[src/rtl/maze_pkg.sv]
// Shared types for the maze judge: cell, direction and error codes, FSM states, cell indexing.
package maze_pkg;
  localparam int DIM   = 17;
  localparam int POS_W = 5;
  localparam int IDX_W = 10;

  typedef enum logic [1:0] {
    CELL_PATH    = 2'd0,
    CELL_WALL    = 2'd1,
    CELL_SWORD   = 2'd2,
    CELL_MONSTER = 2'd3
  } cell_t;

  typedef enum logic [1:0] {
    DIR_RIGHT = 2'd0,
    DIR_DOWN  = 2'd1,
    DIR_LEFT  = 2'd2,
    DIR_UP    = 2'd3
  } dir_t;

  typedef enum logic [1:0] {
    ERR_NONE    = 2'd0,
    ERR_WALL    = 2'd1,
    ERR_MONSTER = 2'd2,
    ERR_LIMIT   = 2'd3
  } err_t;

  typedef enum logic [2:0] {
    ST_IDLE,
    ST_LOAD,
    ST_WAIT,
    ST_CHECK,
    ST_DRAIN
  } state_t;

  // Row-major, x fastest.
  function automatic logic [IDX_W-1:0] cell_idx(input logic [POS_W-1:0] x,
                                                input logic [POS_W-1:0] y,
                                                input int dim);
    return IDX_W'(int'(y) * dim + int'(x));
  endfunction
endpackage

[src/rtl/maze_step_check.sv]
// Combinational judgement of a single move: target position, legality, error code, sword pickup.
// Out-of-bounds is detected before any update, so the returned position never wraps.
module maze_step_check
  import maze_pkg::*;
#(
  parameter int DIM = maze_pkg::DIM
) (
  input  logic [POS_W-1:0] x,
  input  logic [POS_W-1:0] y,
  input  dir_t             move,
  input  cell_t            target,
  input  logic             sword,
  output logic [POS_W-1:0] nx,
  output logic [POS_W-1:0] ny,
  output logic             legal,
  output err_t             err,
  output logic             sword_set
);
  localparam logic [POS_W-1:0] LAST = POS_W'(DIM - 1);

  logic oob;

  // Position is kept separate from the verdict: the target cell is looked up from nx/ny.
  always_comb begin
    nx  = x;
    ny  = y;
    oob = 1'b0;
    unique case (move)
      DIR_RIGHT: if (x == LAST) oob = 1'b1; else nx = x + POS_W'(1);
      DIR_DOWN:  if (y == LAST) oob = 1'b1; else ny = y + POS_W'(1);
      DIR_LEFT:  if (x == '0)   oob = 1'b1; else nx = x - POS_W'(1);
      DIR_UP:    if (y == '0)   oob = 1'b1; else ny = y - POS_W'(1);
    endcase
  end

  always_comb begin
    err = ERR_NONE;
    if (oob || target == CELL_WALL)
      err = ERR_WALL;
    else if (target == CELL_MONSTER && !sword)
      err = ERR_MONSTER;
    legal     = (err == ERR_NONE);
    sword_set = legal && (target == CELL_SWORD);
  end
endmodule

[src/rtl/maze_judge.sv]
// Loads a DIMxDIM maze from the host, forwards it to the solver with 1-cycle latency, then replays
// the solver's moves and reports a registered verdict. MAZE_JUDGE_STEPS_EN adds the steps counter/limit.
module maze_judge
  import maze_pkg::*;
#(
  parameter int DIM       = maze_pkg::DIM,
  parameter int TIMEOUT   = 1000,
  parameter int MAX_STEPS = 1023
) (
  input  logic       clk,
  input  logic       rst,
  input  logic       host_valid,
  input  logic [1:0] host_cell,
  output logic       maze_valid,
  output logic [1:0] maze_cell,
  input  logic       move_valid,
  input  logic [1:0] move,
  output logic       done,
  output logic       pass,
  output logic [1:0] err
`ifdef MAZE_JUDGE_STEPS_EN
  ,
  output logic [9:0] steps
`endif
);
  localparam int NCELL  = DIM * DIM;
  localparam int AW     = $clog2(NCELL);
  localparam int WAIT_W = $clog2(TIMEOUT + 1);
  localparam logic [POS_W-1:0] LAST = POS_W'(DIM - 1);

  state_t state, state_nxt;

  logic [1:0]        maze [NCELL];
  logic [AW-1:0]     load_idx;
  logic [AW-1:0]     target_addr;
  logic [WAIT_W-1:0] wait_cnt;
  logic [POS_W-1:0]  pos_x, pos_y, nxt_x, nxt_y;
  logic              sword, legal, sword_set;
  err_t              step_err, verdict_err;
  cell_t             target;
  logic              fwd, load_start, load_last;
  logic              eval, at_exit, step_lim, verdict, verdict_pass, accept;

  assign fwd         = (state == ST_IDLE) || (state == ST_LOAD);
  assign load_start  = (state == ST_IDLE) && host_valid;
  assign load_last   = (load_idx == AW'(NCELL - 1));
  assign target_addr = AW'(cell_idx(nxt_x, nxt_y, DIM));
  // The start cell always reads as open path, whatever the host loaded there.
  assign target      = (target_addr == '0) ? CELL_PATH : cell_t'(maze[target_addr]);

  maze_step_check #(.DIM(DIM)) u_step (
    .x         (pos_x),
    .y         (pos_y),
    .move      (dir_t'(move)),
    .target    (target),
    .sword     (sword),
    .nx        (nxt_x),
    .ny        (nxt_y),
    .legal     (legal),
    .err       (step_err),
    .sword_set (sword_set)
  );

  always_ff @(posedge clk or posedge rst) begin
    if (rst) state <= ST_IDLE;
    else     state <= state_nxt;
  end

  always_comb begin
    state_nxt = state;
    unique case (state)
      ST_IDLE:  if (host_valid) state_nxt = ST_LOAD;
      ST_LOAD:  if (!host_valid) state_nxt = ST_IDLE;
                else if (load_last) state_nxt = ST_WAIT;
      ST_WAIT,
      ST_CHECK: if (verdict) state_nxt = verdict_pass ? ST_IDLE : ST_DRAIN;
                else if (move_valid) state_nxt = ST_CHECK;
      ST_DRAIN: if (!move_valid) state_nxt = ST_IDLE;
      default:  state_nxt = ST_IDLE;
    endcase
  end

  always_comb begin
    eval         = ((state == ST_WAIT) || (state == ST_CHECK)) && move_valid;
    at_exit      = (nxt_x == LAST) && (nxt_y == LAST);
    verdict      = 1'b0;
    verdict_pass = 1'b0;
    verdict_err  = ERR_NONE;
    accept       = 1'b0;
    if (eval) begin
      if (step_lim) begin
        verdict     = 1'b1;
        verdict_err = ERR_LIMIT;
      end else if (!legal) begin
        verdict     = 1'b1;
        verdict_err = step_err;
      end else begin
        accept = 1'b1;
        if (at_exit) begin
          verdict      = 1'b1;
          verdict_pass = 1'b1;
        end
      end
    end else if ((state == ST_CHECK) ||
                 ((state == ST_WAIT) && (wait_cnt == WAIT_W'(TIMEOUT)))) begin
      verdict     = 1'b1;
      verdict_err = ERR_LIMIT;
    end
  end

  always_ff @(posedge clk) begin
    if (fwd && host_valid) maze[load_idx] <= host_cell;
  end

  always_ff @(posedge clk or posedge rst) begin
    if (rst) begin
      maze_valid <= 1'b0;
      maze_cell  <= 2'd0;
      load_idx   <= '0;
      wait_cnt   <= '0;
      pos_x      <= '0;
      pos_y      <= '0;
      sword      <= 1'b0;
      done       <= 1'b0;
      pass       <= 1'b0;
      err        <= 2'd0;
    end else begin
      maze_valid <= fwd && host_valid;
      maze_cell  <= fwd ? host_cell : 2'd0;
      load_idx   <= (fwd && host_valid && !load_last) ? load_idx + AW'(1) : '0;
      wait_cnt   <= (state == ST_WAIT) ? wait_cnt + WAIT_W'(1) : '0;
      done       <= verdict;

      if (load_start) begin
        pass <= 1'b0;
        err  <= ERR_NONE;
      end else if (verdict) begin
        pass <= verdict_pass;
        err  <= verdict_err;
      end

      if (fwd) begin
        pos_x <= '0;
        pos_y <= '0;
      end else if (accept) begin
        pos_x <= nxt_x;
        pos_y <= nxt_y;
      end

      if (load_start)
        sword <= 1'b0;
      else if (accept && sword_set)
        sword <= 1'b1;
    end
  end

`ifdef MAZE_JUDGE_STEPS_EN
  always_ff @(posedge clk or posedge rst) begin
    if (rst)             steps <= '0;
    else if (load_start) steps <= '0;
    else if (accept)     steps <= steps + 10'd1;
  end
  // steps can never pass MAX_STEPS, so it also saturates there.
  assign step_lim = (steps == 10'(MAX_STEPS));
`else
  assign step_lim = 1'b0;
`endif
endmodule
[config.mk]
export PLATFORM = sky130hd
export DESIGN_NAME = maze_judge
export DESIGN_NICKNAME = d
export VERILOG_FILES = /design/src/rtl/maze_pkg.sv /design/src/rtl/maze_step_check.sv /design/src/rtl/maze_judge.sv
export SDC_FILE = /design/constraint.sdc
export NUM_CORES = 1
export LEC_CHECK = 0
export ABC_AREA = 1
export ABC_CLOCK_PERIOD_IN_PS = 5700
export CORE_UTILIZATION = 63
export DETAILED_ROUTE_END_ITERATION = 6
export PLACE_DENSITY = 0.79
export SLEW_MARGIN = 0
export SYNTH_ARGS = -nofsm -noshare
export SYNTH_HDL_FRONTEND = slang
export SYNTH_SLANG_ARGS = --single-unit
[constraint.sdc]
create_clock -name clk -period 5.7 [get_ports clk]
set_input_delay 1.71 -clock clk [delete_from_list [all_inputs] [get_ports clk]]
set_output_delay 1.71 -clock clk [all_outputs]
set_load 0.01 [all_outputs]
==> impl_results.html, run 1 <==
<table>
<tr><th>Metric</th><th>Value</th></tr>
<tr><th colspan="2">Logic synthesis</th></tr>
<tr><td>Top cell type's share of synthesized area</td><td>0.628</td></tr>
<tr><td>Prevailing post-synth register cell</td><td>edfxtp_1</td></tr>
<tr><td>Seq/Total Area, Yosys</td><td>0.664</td></tr>
<tr><td>Seq cells post-synth</td><td>618</td></tr>
<tr><td>Number of synthesized flops with an enable pin</td><td>578</td></tr>
<tr><td>Proportion of register bits with asynchronous set or reset after synthesis</td><td>0.0647</td></tr>
<tr><td>Warnings, synthesis</td><td>0</td></tr>
<tr><td>Largest cells by area after synthesis</td><td>edfxtp_1 (63%), nand2_1 (10%), nor2_1 (7.0%), nand3_1 (5.9%), dfrtp_1 (3.6%)</td></tr>
<tr><td>Gate Count Post-Synth</td><td>2,756</td></tr>
<tr><td>Per-instance average area after synthesis</td><td>10.0 um^2</td></tr>
<tr><td>Cell type with the largest total area after synthesis</td><td>edfxtp_1</td></tr>
<tr><td>Synth Cell Area</td><td>27,600 um^2</td></tr>
<tr><td>Post-Synthesis Net Count</td><td>2,791</td></tr>
<tr><td>Unique cell type count in the Yosys netlist</td><td>39</td></tr>
<tr><th colspan="2">Floorplanning</th></tr>
<tr><td>Core footprint</td><td>43,200 um^2</td></tr>
<tr><td>Initial standard-cell utilization of the core</td><td>0.640</td></tr>
<tr><td>Die W</td><td>211 um</td></tr>
<tr><td>Total I/O pin count</td><td>15</td></tr>
<tr><td>Cell row count</td><td>76</td></tr>
<tr><td>Vertical die dimension</td><td>211 um</td></tr>
<tr><td>Total die area</td><td>44,700 um^2</td></tr>
<tr><th colspan="2">Critical path</th></tr>
<tr><td>FF-to-FF End</td><td>pos_y[2]</td></tr>
<tr><td>Maximum fanout encountered on the critical timing path</td><td>12</td></tr>
<tr><td>Sort of element at the start of the critical path</td><td>input pin</td></tr>
<tr><td>Delay contributed by the slowest stage of the critical path</td><td>0.69 ns</td></tr>
<tr><td>Worst reg2reg startpoint</td><td>pos_y[0]</td></tr>
<tr><td>Critical path capture point type</td><td>flop</td></tr>
<tr><td>CP Class</td><td>input pin to flop</td></tr>
<tr><td>Slack of the worst reg-to-reg path</td><td>0.62 ns</td></tr>
<tr><td>Crit path max-delay cell type</td><td>fa_2</td></tr>
<tr><td>CP arrival</td><td>6.13 ns</td></tr>
<tr><td>Data required, critical path</td><td>6.24 ns</td></tr>
<tr><td>Length in cells of the worst reg-to-reg path</td><td>33</td></tr>
<tr><th colspan="2">Worst hold path</th></tr>
<tr><td>Number of cells on the worst hold path</td><td>1</td></tr>
<tr><td>Worst hold path endpoint</td><td>wait_cnt[0]</td></tr>
<tr><td>Startpoint of the worst hold path</td><td>wait_cnt[0]</td></tr>
<tr><td>Kind of path behind the tightest hold check</td><td>flop to flop</td></tr>
<tr><th colspan="2">STA</th></tr>
<tr><td>Count of endpoints failing setup in the final report</td><td>0</td></tr>
<tr><td>Maximum clock frequency</td><td>0.179 GHz</td></tr>
<tr><td>Slew at the pin with the worst max-slew slack</td><td>1.25 ns</td></tr>
<tr><td>Max Transition Viols Final</td><td>0</td></tr>
<tr><td>Max-Slew Margin vs Limit</td><td>0.158</td></tr>
<tr><td>Final TNS setup</td><td>0 ns</td></tr>
<tr><td>Final period utilization</td><td>0.981</td></tr>
<tr><td>Worst-case hold slack</td><td>0.491 ns</td></tr>
<tr><td>Hold Violations, Final</td><td>0</td></tr>
<tr><td>Post-Route Skew</td><td>0.0327 ns</td></tr>
<tr><td>Min cycle time layout</td><td>5.59 ns</td></tr>
<tr><th colspan="2">Global routing</th></tr>
<tr><td>Number of global-route vias before repair</td><td>19,850</td></tr>
<tr><td>Global-route wire length before repair</td><td>108 mm</td></tr>
<tr><td>Number of antenna violations at the first check in global routing</td><td>0</td></tr>
<tr><td>Pin count of the biggest net entering global routing</td><td>135</td></tr>
<tr><td>GRT Util Overall</td><td>0.321</td></tr>
<tr><td>Overflow after GRT</td><td>0</td></tr>
<tr><th colspan="2">Clocking</th></tr>
<tr><td>Post-CTS Hold Fix Bufs</td><td>0</td></tr>
<tr><td>Total CTS buffers</td><td>59</td></tr>
<tr><td>Clock net sink count</td><td>618</td></tr>
<tr><td>Clock input transition at the sequential cells of the worst setup and hold paths</td><td>0.06 ns</td></tr>
<tr><td>Insertion delay of the later-clocked pin in the worst-skew pair</td><td>0.64 ns</td></tr>
<tr><td>CTS tree</td><td>built</td></tr>
<tr><td>H-Tree Depth</td><td>2</td></tr>
<tr><td>Number of buffers between clock root and the deepest sink</td><td>3</td></tr>
<tr><td>CTS root buf</td><td>clkbuf_16</td></tr>
<tr><th colspan="2">Outcome</th></tr>
<tr><td>Outcome</td><td>complete, but fails checks</td></tr>
<tr><td>Violations in the final reports</td><td>design-rule violations</td></tr>
<tr><th colspan="2">Route</th></tr>
<tr><td>Wirelength, routed</td><td>70.7 mm</td></tr>
<tr><td>Via density per instance</td><td>5.95</td></tr>
<tr><td>Residual antenna-violating net count after detailed routing</td><td>0</td></tr>
<tr><td>Detailed Route Iter0 Violations</td><td>2,539</td></tr>
<tr><td>Total DRC errors in the routed layout</td><td>11</td></tr>
<tr><td>Via count</td><td>20,637</td></tr>
<tr><td>Number of search-and-repair iterations in the first detailed-routing pass</td><td>7</td></tr>
<tr><td>Detail-routed net length per standard cell</td><td>20.4 um</td></tr>
<tr><th colspan="2">Power</th></tr>
<tr><td>Power density over the cells</td><td>475 nW/um^2</td></tr>
<tr><td>Total Power Consumption</td><td>0.0149 W</td></tr>
<tr><td>Internal Pwr Total</td><td>0.00923 W</td></tr>
<tr><td>Switching part of the total</td><td>0.381</td></tr>
<tr><td>Leakage power summed over all cells</td><td>11.7 nW</td></tr>
<tr><td>Logic gate share of total power</td><td>0.409</td></tr>
<tr><td>Sw power</td><td>0.00568 W</td></tr>
<tr><td>Max rail drop VDD</td><td>0.284 mV</td></tr>
<tr><td>Proportion of power drawn by flip-flops and latches</td><td>0.339</td></tr>
<tr><td>Clk pwr share</td><td>0.253</td></tr>
<tr><th colspan="2">Layout</th></tr>
<tr><td>Fraction of the core area covered by cells at the end of the flow</td><td>0.727</td></tr>
<tr><td>Share of post-route cells with drive strength above 1</td><td>0.105</td></tr>
<tr><td>Synthesis-to-layout area growth</td><td>13.5%</td></tr>
<tr><td>Layout fillers</td><td>2,936</td></tr>
<tr><td>Final Net Count</td><td>2,868</td></tr>
<tr><td>N_diodes</td><td>0</td></tr>
<tr><th colspan="2">Placed design</th></tr>
<tr><td>Final weighted congestion of routability-driven global placement</td><td>0.925</td></tr>
<tr><td>Port bufs</td><td>14</td></tr>
<tr><td>Dpl hpwl</td><td>43.5 mm</td></tr>
<tr><th colspan="2">Flow run</th></tr>
<tr><td>Maximum Capacitance Violations</td><td>0</td></tr>
</table>
[power groups by stage]
stage / combinational (W) / clock, W / sequential, W
2_1_floorplan: 0.00351 / 0 / 0.00515
3_3_place_gp: 0.00555 / 0 / 0.00514
3_5_place_dp: 0.00567 / 0 / 0.00515
4_1_cts: 0.00582 / 0.00378 / 0.00505
5_1_grt: 0.00660 / 0.00396 / 0.00506
6_report: 0.00609 / 0.00377 / 0.00505
[synthesized netlist by cell type, types with 2 or more instances]
| library cell | n |
|---|---|
| nand4_1 | 17 |
| nor2_2 | 3 |
| edfxtp_1 | 578 |
| nand3b_1 | 2 |
| nand3_2 | 2 |
| xor2_1 | 13 |
| nand2_2 | 4 |
| a31oi_1 | 2 |
| o21ai_1 | 23 |
| ha_1 | 25 |
| buf_2 | 67 |
| fa_1 | 2 |
| nor2_1 | 513 |
| o22ai_1 | 7 |
| nand3_1 | 323 |
| inv_2 | 7 |
| a21oi_1 | 55 |
| inv_1 | 125 |
| nor4_1 | 2 |
| o211ai_1 | 4 |
| dfrtp_1 | 40 |
| nor3_1 | 23 |
| buf_1 | 17 |
| nand2_1 | 760 |
| buf_6 | 3 |
| clkbuf_1 | 57 |
| buf_4 | 11 |
| o21ai_0 | 56 |
| clkinv_1 | 2 |
| or2_2 | 4 |
[flip-flops by register name, summed over array words and instances (netlist names), 2 cells and up]
| name | cells |
|---|---|
| maze | 578 |
| wait_cnt | 10 |
| load_idx | 9 |
| pos_x | 5 |
| pos_y | 5 |
| state | 3 |
| err | 2 |
| maze_cell | 2 |
[cell type report]
| cell class | count | area, um^2 | share of cell area |
|---|---|---|---|
| clock buffer | 84 | 1600 | 0.0511 |
| clock inverter | 27 | 245 | 0.00782 |
| inverter | 134 | 520 | 0.0166 |
| multi-input combinational | 1849 | 8290 | 0.264 |
| sequential | 618 | 18400 | 0.585 |
| tap | 585 | 732 | 0.0233 |
| timing repair buffer | 170 | 1610 | 0.0513 |
| timing repair inverter | 1 | 6.26 | 0.000199 |
[metrics by stage]
step                area [um^2]  instances  worst slack, ns
CTS                       31200       3465            0.153
finish                    31400       3468            0.106
global placement          29200       3348           -0.690
detailed placement        29200       3348           -0.886
floorplan                 27600       2756           0.0127
global route              31400       3468           -0.122
[what timing repair did]
action,in CTS,in global routing
buffers inserted,5,2
endpoints found under the setup margin,18,18
gates resized for setup,25,42
cloned,1,2
pin swaps,9,18
[worst max-delay path by stage]
stage                     startpoint       end  slack, ns
after floorplan              move[0]  pos_x[0]       0.01
final                        move[0]  pos_y[2]       0.11
after global routing         move[0]  pos_y[2]      -0.12
after detailed placement     move[0]  pos_y[3]      -0.89
after CTS                    move[0]     sword       0.15
after global placement       move[0]  pos_y[4]      -0.69
[per-layer routing]
layer,track usage,share of wire,vias to the layer above
li1,-,-,9414
met1,0.424,0.37,9851
met2,0.526,0.47,1162
met3,0.0616,0.12,210
met4,0.133,0.041,0
met5,0,0,-
[cell usage in the layout (no fill, tap or decap), drive strengths merged, types with 7 or more instances in the layout]
cell type | synthesis | layout
nor2 | 516 | 516
o22ai | 7 | 7
buf | 98 | 158
clkinv | 2 | 23
clkbuf | 57 | 85
inv | 132 | 133
nand4 | 17 | 17
a21oi | 56 | 56
nor3 | 23 | 23
ha | 25 | 25
nand2 | 764 | 764
o21ai | 79 | 79
xor2 | 13 | 13
edfxtp | 578 | 578
nand3 | 325 | 325
clkdlybuf4s50 | 0 | 10
dfrtp | 40 | 40
[kinds of logic (layout without fill, tap and decap cells)]
group	Yosys count	in the layout	share of synthesized area
buffers and inverters	289	416	0.0446
AO/OA/AOI/OAI	154	154	0.0297
adder cells (fa/ha/maj)	27	27	0.0128
flip-flops	618	618	0.664
XOR/XNOR	14	14	0.00444
AND/OR/NAND/NOR	1654	1654	0.244
[worst max-delay path, delay by kind of cell]
family	cells	cell delay, ns
buf+inv	9	1.09
simple gates	16	1.47
fa+ha+maj	4	1.34
compound gates	4	0.49
Power figures use the tool's default switching activity.
==> run 2: changes to the inputs <==
--- a/config.mk
+++ b/config.mk
@@ -6,10 +6,10 @@
 export NUM_CORES = 1
 export LEC_CHECK = 0
 export ABC_AREA = 1
-export ABC_CLOCK_PERIOD_IN_PS = 5700
-export CORE_UTILIZATION = 63
+export ABC_CLOCK_PERIOD_IN_PS = 7100
+export CORE_UTILIZATION = 65
 export DETAILED_ROUTE_END_ITERATION = 6
-export PLACE_DENSITY = 0.79
+export PLACE_DENSITY = 0.82
 export SLEW_MARGIN = 0
 export SYNTH_ARGS = -nofsm -noshare
 export SYNTH_HDL_FRONTEND = slang
==> constraint.sdc (replaced) <==
create_clock -name clk -period 7.1 [get_ports clk]
set_input_delay 2.13 -clock clk [delete_from_list [all_inputs] [get_ports clk]]
set_output_delay 2.13 -clock clk [all_outputs]
set_load 0.01 [all_outputs]
==> impl_results.html, run 2 (synthesis gave the netlist of run 1 again) <==
<table>
<tr><th>Metric</th><th>Value</th></tr>
<tr><th colspan="2">Outcome</th></tr>
<tr><td>Outcome</td><td>completed</td></tr>
<tr><th colspan="2">Floorplanning</th></tr>
<tr><td>Total I/O pin count</td><td>15</td></tr>
<tr><td>Initial standard-cell utilization of the core</td><td>0.659</td></tr>
<tr><td>Vertical die dimension</td><td>208 um</td></tr>
<tr><td>Die W</td><td>208 um</td></tr>
<tr><td>Total die area</td><td>43,300 um^2</td></tr>
<tr><td>Core footprint</td><td>41,900 um^2</td></tr>
<tr><td>Cell row count</td><td>75</td></tr>
<tr><th colspan="2">STA</th></tr>
<tr><td>Final period utilization</td><td>0.945</td></tr>
<tr><td>Worst-case setup margin in the final layout</td><td>0.391 ns</td></tr>
<tr><td>Maximum clock frequency</td><td>0.149 GHz</td></tr>
<tr><td>Min cycle time layout</td><td>6.71 ns</td></tr>
<tr><td>Max Transition Viols Final</td><td>0</td></tr>
<tr><td>Max-Slew Margin vs Limit</td><td>0.169</td></tr>
<tr><td>Post-Route Skew</td><td>0.0202 ns</td></tr>
<tr><td>Final TNS setup</td><td>0 ns</td></tr>
<tr><td>Count of endpoints failing setup in the final report</td><td>0</td></tr>
<tr><td>Setup repair after global routing missed its margin</td><td>false</td></tr>
<tr><td>Slew at the pin with the worst max-slew slack</td><td>1.24 ns</td></tr>
<tr><td>Worst-case hold slack</td><td>0.489 ns</td></tr>
<tr><td>Hold Violations, Final</td><td>0</td></tr>
<tr><th colspan="2">Clocking</th></tr>
<tr><td>Insertion delay of the later-clocked pin in the worst-skew pair</td><td>0.63 ns</td></tr>
<tr><td>CTS root buf</td><td>clkbuf_16</td></tr>
<tr><td>Clock net sink count</td><td>618</td></tr>
<tr><td>Total CTS buffers</td><td>58</td></tr>
<tr><td>CTS tree</td><td>built</td></tr>
<tr><td>Number of cells upsized or downsized after cts</td><td>0</td></tr>
<tr><td>Post-CTS setup buffer count</td><td>0</td></tr>
<tr><td>Number of buffers between clock root and the deepest sink</td><td>3</td></tr>
<tr><td>Post-CTS Hold Fix Bufs</td><td>0</td></tr>
<tr><td>H-Tree Depth</td><td>2</td></tr>
<tr><td>Clock input transition at the sequential cells of the worst setup and hold paths</td><td>0.06 ns</td></tr>
<tr><th colspan="2">Route</th></tr>
<tr><td>Number of search-and-repair iterations in the first detailed-routing pass</td><td>6</td></tr>
<tr><td>Detail-routed net length per standard cell</td><td>20.8 um</td></tr>
<tr><td>Via density per instance</td><td>6.09</td></tr>
<tr><td>Total DRC errors in the routed layout</td><td>0</td></tr>
<tr><td>Via count</td><td>20,213</td></tr>
<tr><td>Wirelength, routed</td><td>69.0 mm</td></tr>
<tr><td>Detailed Route Iter0 Violations</td><td>2,981</td></tr>
<tr><td>Residual antenna-violating net count after detailed routing</td><td>0</td></tr>
<tr><th colspan="2">Placed design</th></tr>
<tr><td>Worst Setup Slack post-DPL</td><td>-0.140 ns</td></tr>
<tr><td>Dpl hpwl</td><td>40.6 mm</td></tr>
<tr><td>Port bufs</td><td>14</td></tr>
<tr><td>Final weighted congestion of routability-driven global placement</td><td>0.975</td></tr>
<tr><td>Instance area at placement</td><td>28,400 um^2</td></tr>
<tr><th colspan="2">Layout</th></tr>
<tr><td>Number of flip-flops under the largest register name</td><td>578</td></tr>
<tr><td>Layout fillers</td><td>2,790</td></tr>
<tr><td>Most frequent cells in the layout</td><td>nand2_1 (760), edfxtp_1 (578), nor2_1 (513)</td></tr>
<tr><td>Design Area, Final</td><td>30,200 um^2</td></tr>
<tr><td>Register bank with the most flops</td><td>maze</td></tr>
<tr><td>N_diodes</td><td>0</td></tr>
<tr><td>Final Net Count</td><td>2,765</td></tr>
<tr><td>Most common cell after layout, fill and taps aside</td><td>nand2_1</td></tr>
<tr><td>Share of post-route cells with drive strength above 1</td><td>0.0637</td></tr>
<tr><td>Synthesis-to-layout area growth</td><td>9.40%</td></tr>
<tr><td>Registers with the most flip-flops</td><td>maze x578, wait_cnt x10, load_idx x9</td></tr>
<tr><th colspan="2">Flow run</th></tr>
<tr><td>Maximum Capacitance Violations</td><td>0</td></tr>
<tr><th colspan="2">Critical path</th></tr>
<tr><td>CP Class</td><td>input pin to flop</td></tr>
<tr><td>Data required, critical path</td><td>7.59 ns</td></tr>
<tr><td>Critical path capture point type</td><td>flop</td></tr>
<tr><td>Maximum fanout encountered on the critical timing path</td><td>22</td></tr>
<tr><td>Slack of the worst reg-to-reg path</td><td>1.71 ns</td></tr>
<tr><td>Crit path max-delay cell type</td><td>fa_2</td></tr>
<tr><td>Delay contributed by the slowest stage of the critical path</td><td>0.56 ns</td></tr>
<tr><td>Sort of element at the start of the critical path</td><td>input pin</td></tr>
<tr><td>CP arrival</td><td>7.20 ns</td></tr>
<tr><td>Top cell by count, worst path</td><td>nand2_1</td></tr>
<tr><th colspan="2">Global routing</th></tr>
<tr><td>Number of global-route vias before repair</td><td>19,632</td></tr>
<tr><td>Overflow after GRT</td><td>0</td></tr>
<tr><td>Global-route wire length before repair</td><td>107 mm</td></tr>
<tr><td>Number of antenna violations at the first check in global routing</td><td>0</td></tr>
<tr><td>Pin count of the biggest net entering global routing</td><td>197</td></tr>
<tr><td>GRT Util Overall</td><td>0.325</td></tr>
<tr><th colspan="2">Power</th></tr>
<tr><td>Leakage power summed over all cells</td><td>11.2 nW</td></tr>
<tr><td>Max rail drop VDD</td><td>0.341 mV</td></tr>
<tr><td>Power density over the cells</td><td>378 nW/um^2</td></tr>
<tr><td>Total Power Consumption</td><td>0.0114 W</td></tr>
<tr><th colspan="2">Worst hold path</th></tr>
<tr><td>Kind of path behind the tightest hold check</td><td>flop to flop</td></tr>
</table>
run 2: cell count changes in the layout (fill, tap and decap cells not counted), moves of 5 or more:
cell      previous run  this run
nand3_2              9         4
buf_12              21        14
nor2_1             508       513
buf_4              121        41
clkinv_2            13        23
inv_1              118       124
nand2_1            755       760
buf_6               14         2
ha_1                16        23
inv_2               11         6
ha_4                 9         2
nand3_1            315       321
clkbuf_1            23         6
run 2: metrics by stage:
step | utilization | instances
CTS | 0.721 | 3318
global route | 0.721 | 3318
finish | 0.721 | 3318
detailed placement | 0.676 | 3209
global placement | 0.676 | 3209
floorplan | - | 2756
run 2: worst paths after layout:
| kind | end | depth (start not counted) | start |
|---|---|---|---|
| min | wait_cnt[0] | 1 | wait_cnt[0] |
| min reg2reg | wait_cnt[0] | 1 | wait_cnt[0] |
| max in group asynchronous | maze_valid | 3 | rst |
| min in group asynchronous | wait_cnt[8] | 3 | rst |
| max | pos_x[1] | 27 | move[0] |
| max reg2reg | pos_x[1] | 31 | pos_y[1] |
run 2: where the power goes:
part	internal [W]	switching [W]	leakage, nW
registers	0.00403	0.0000307	5.74
clock network	0.00173	0.00133	0.927
logic	0.00127	0.00305	4.53
total	0.00702	0.00441	11.2
run 2: layout make-up:
class / instances / area, um^2 / share of cell area
clock buffer: 65 / 1500 / 0.0496
clock inverter: 44 / 368 / 0.0122
multi-input combinational: 1849 / 8080 / 0.267
tap: 539 / 674 / 0.0223
timing repair buffer: 69 / 731 / 0.0242
inverter: 134 / 512 / 0.0169
sequential: 618 / 18400 / 0.607
run 2: layer usage:
metal | vias to the layer above | global-route usage | share of wire
met5 | - | 0 | 0
met4 | 0 | 0.169 | 0.051
met3 | 237 | 0.0625 | 0.12
met2 | 1186 | 0.510 | 0.46
met1 | 9579 | 0.436 | 0.37
li1 | 9211 | - | -
run 2: worst max-delay path, delay by kind of cell:
| kind | cells | cell delay [ns] |
|---|---|---|
| AO/OA/AOI/OAI | 4 | 0.91 |
| adder cells (fa/ha/maj) | 4 | 1.40 |
| buffers and inverters | 4 | 1.06 |
| AND/OR/NAND/NOR | 15 | 1.69 |
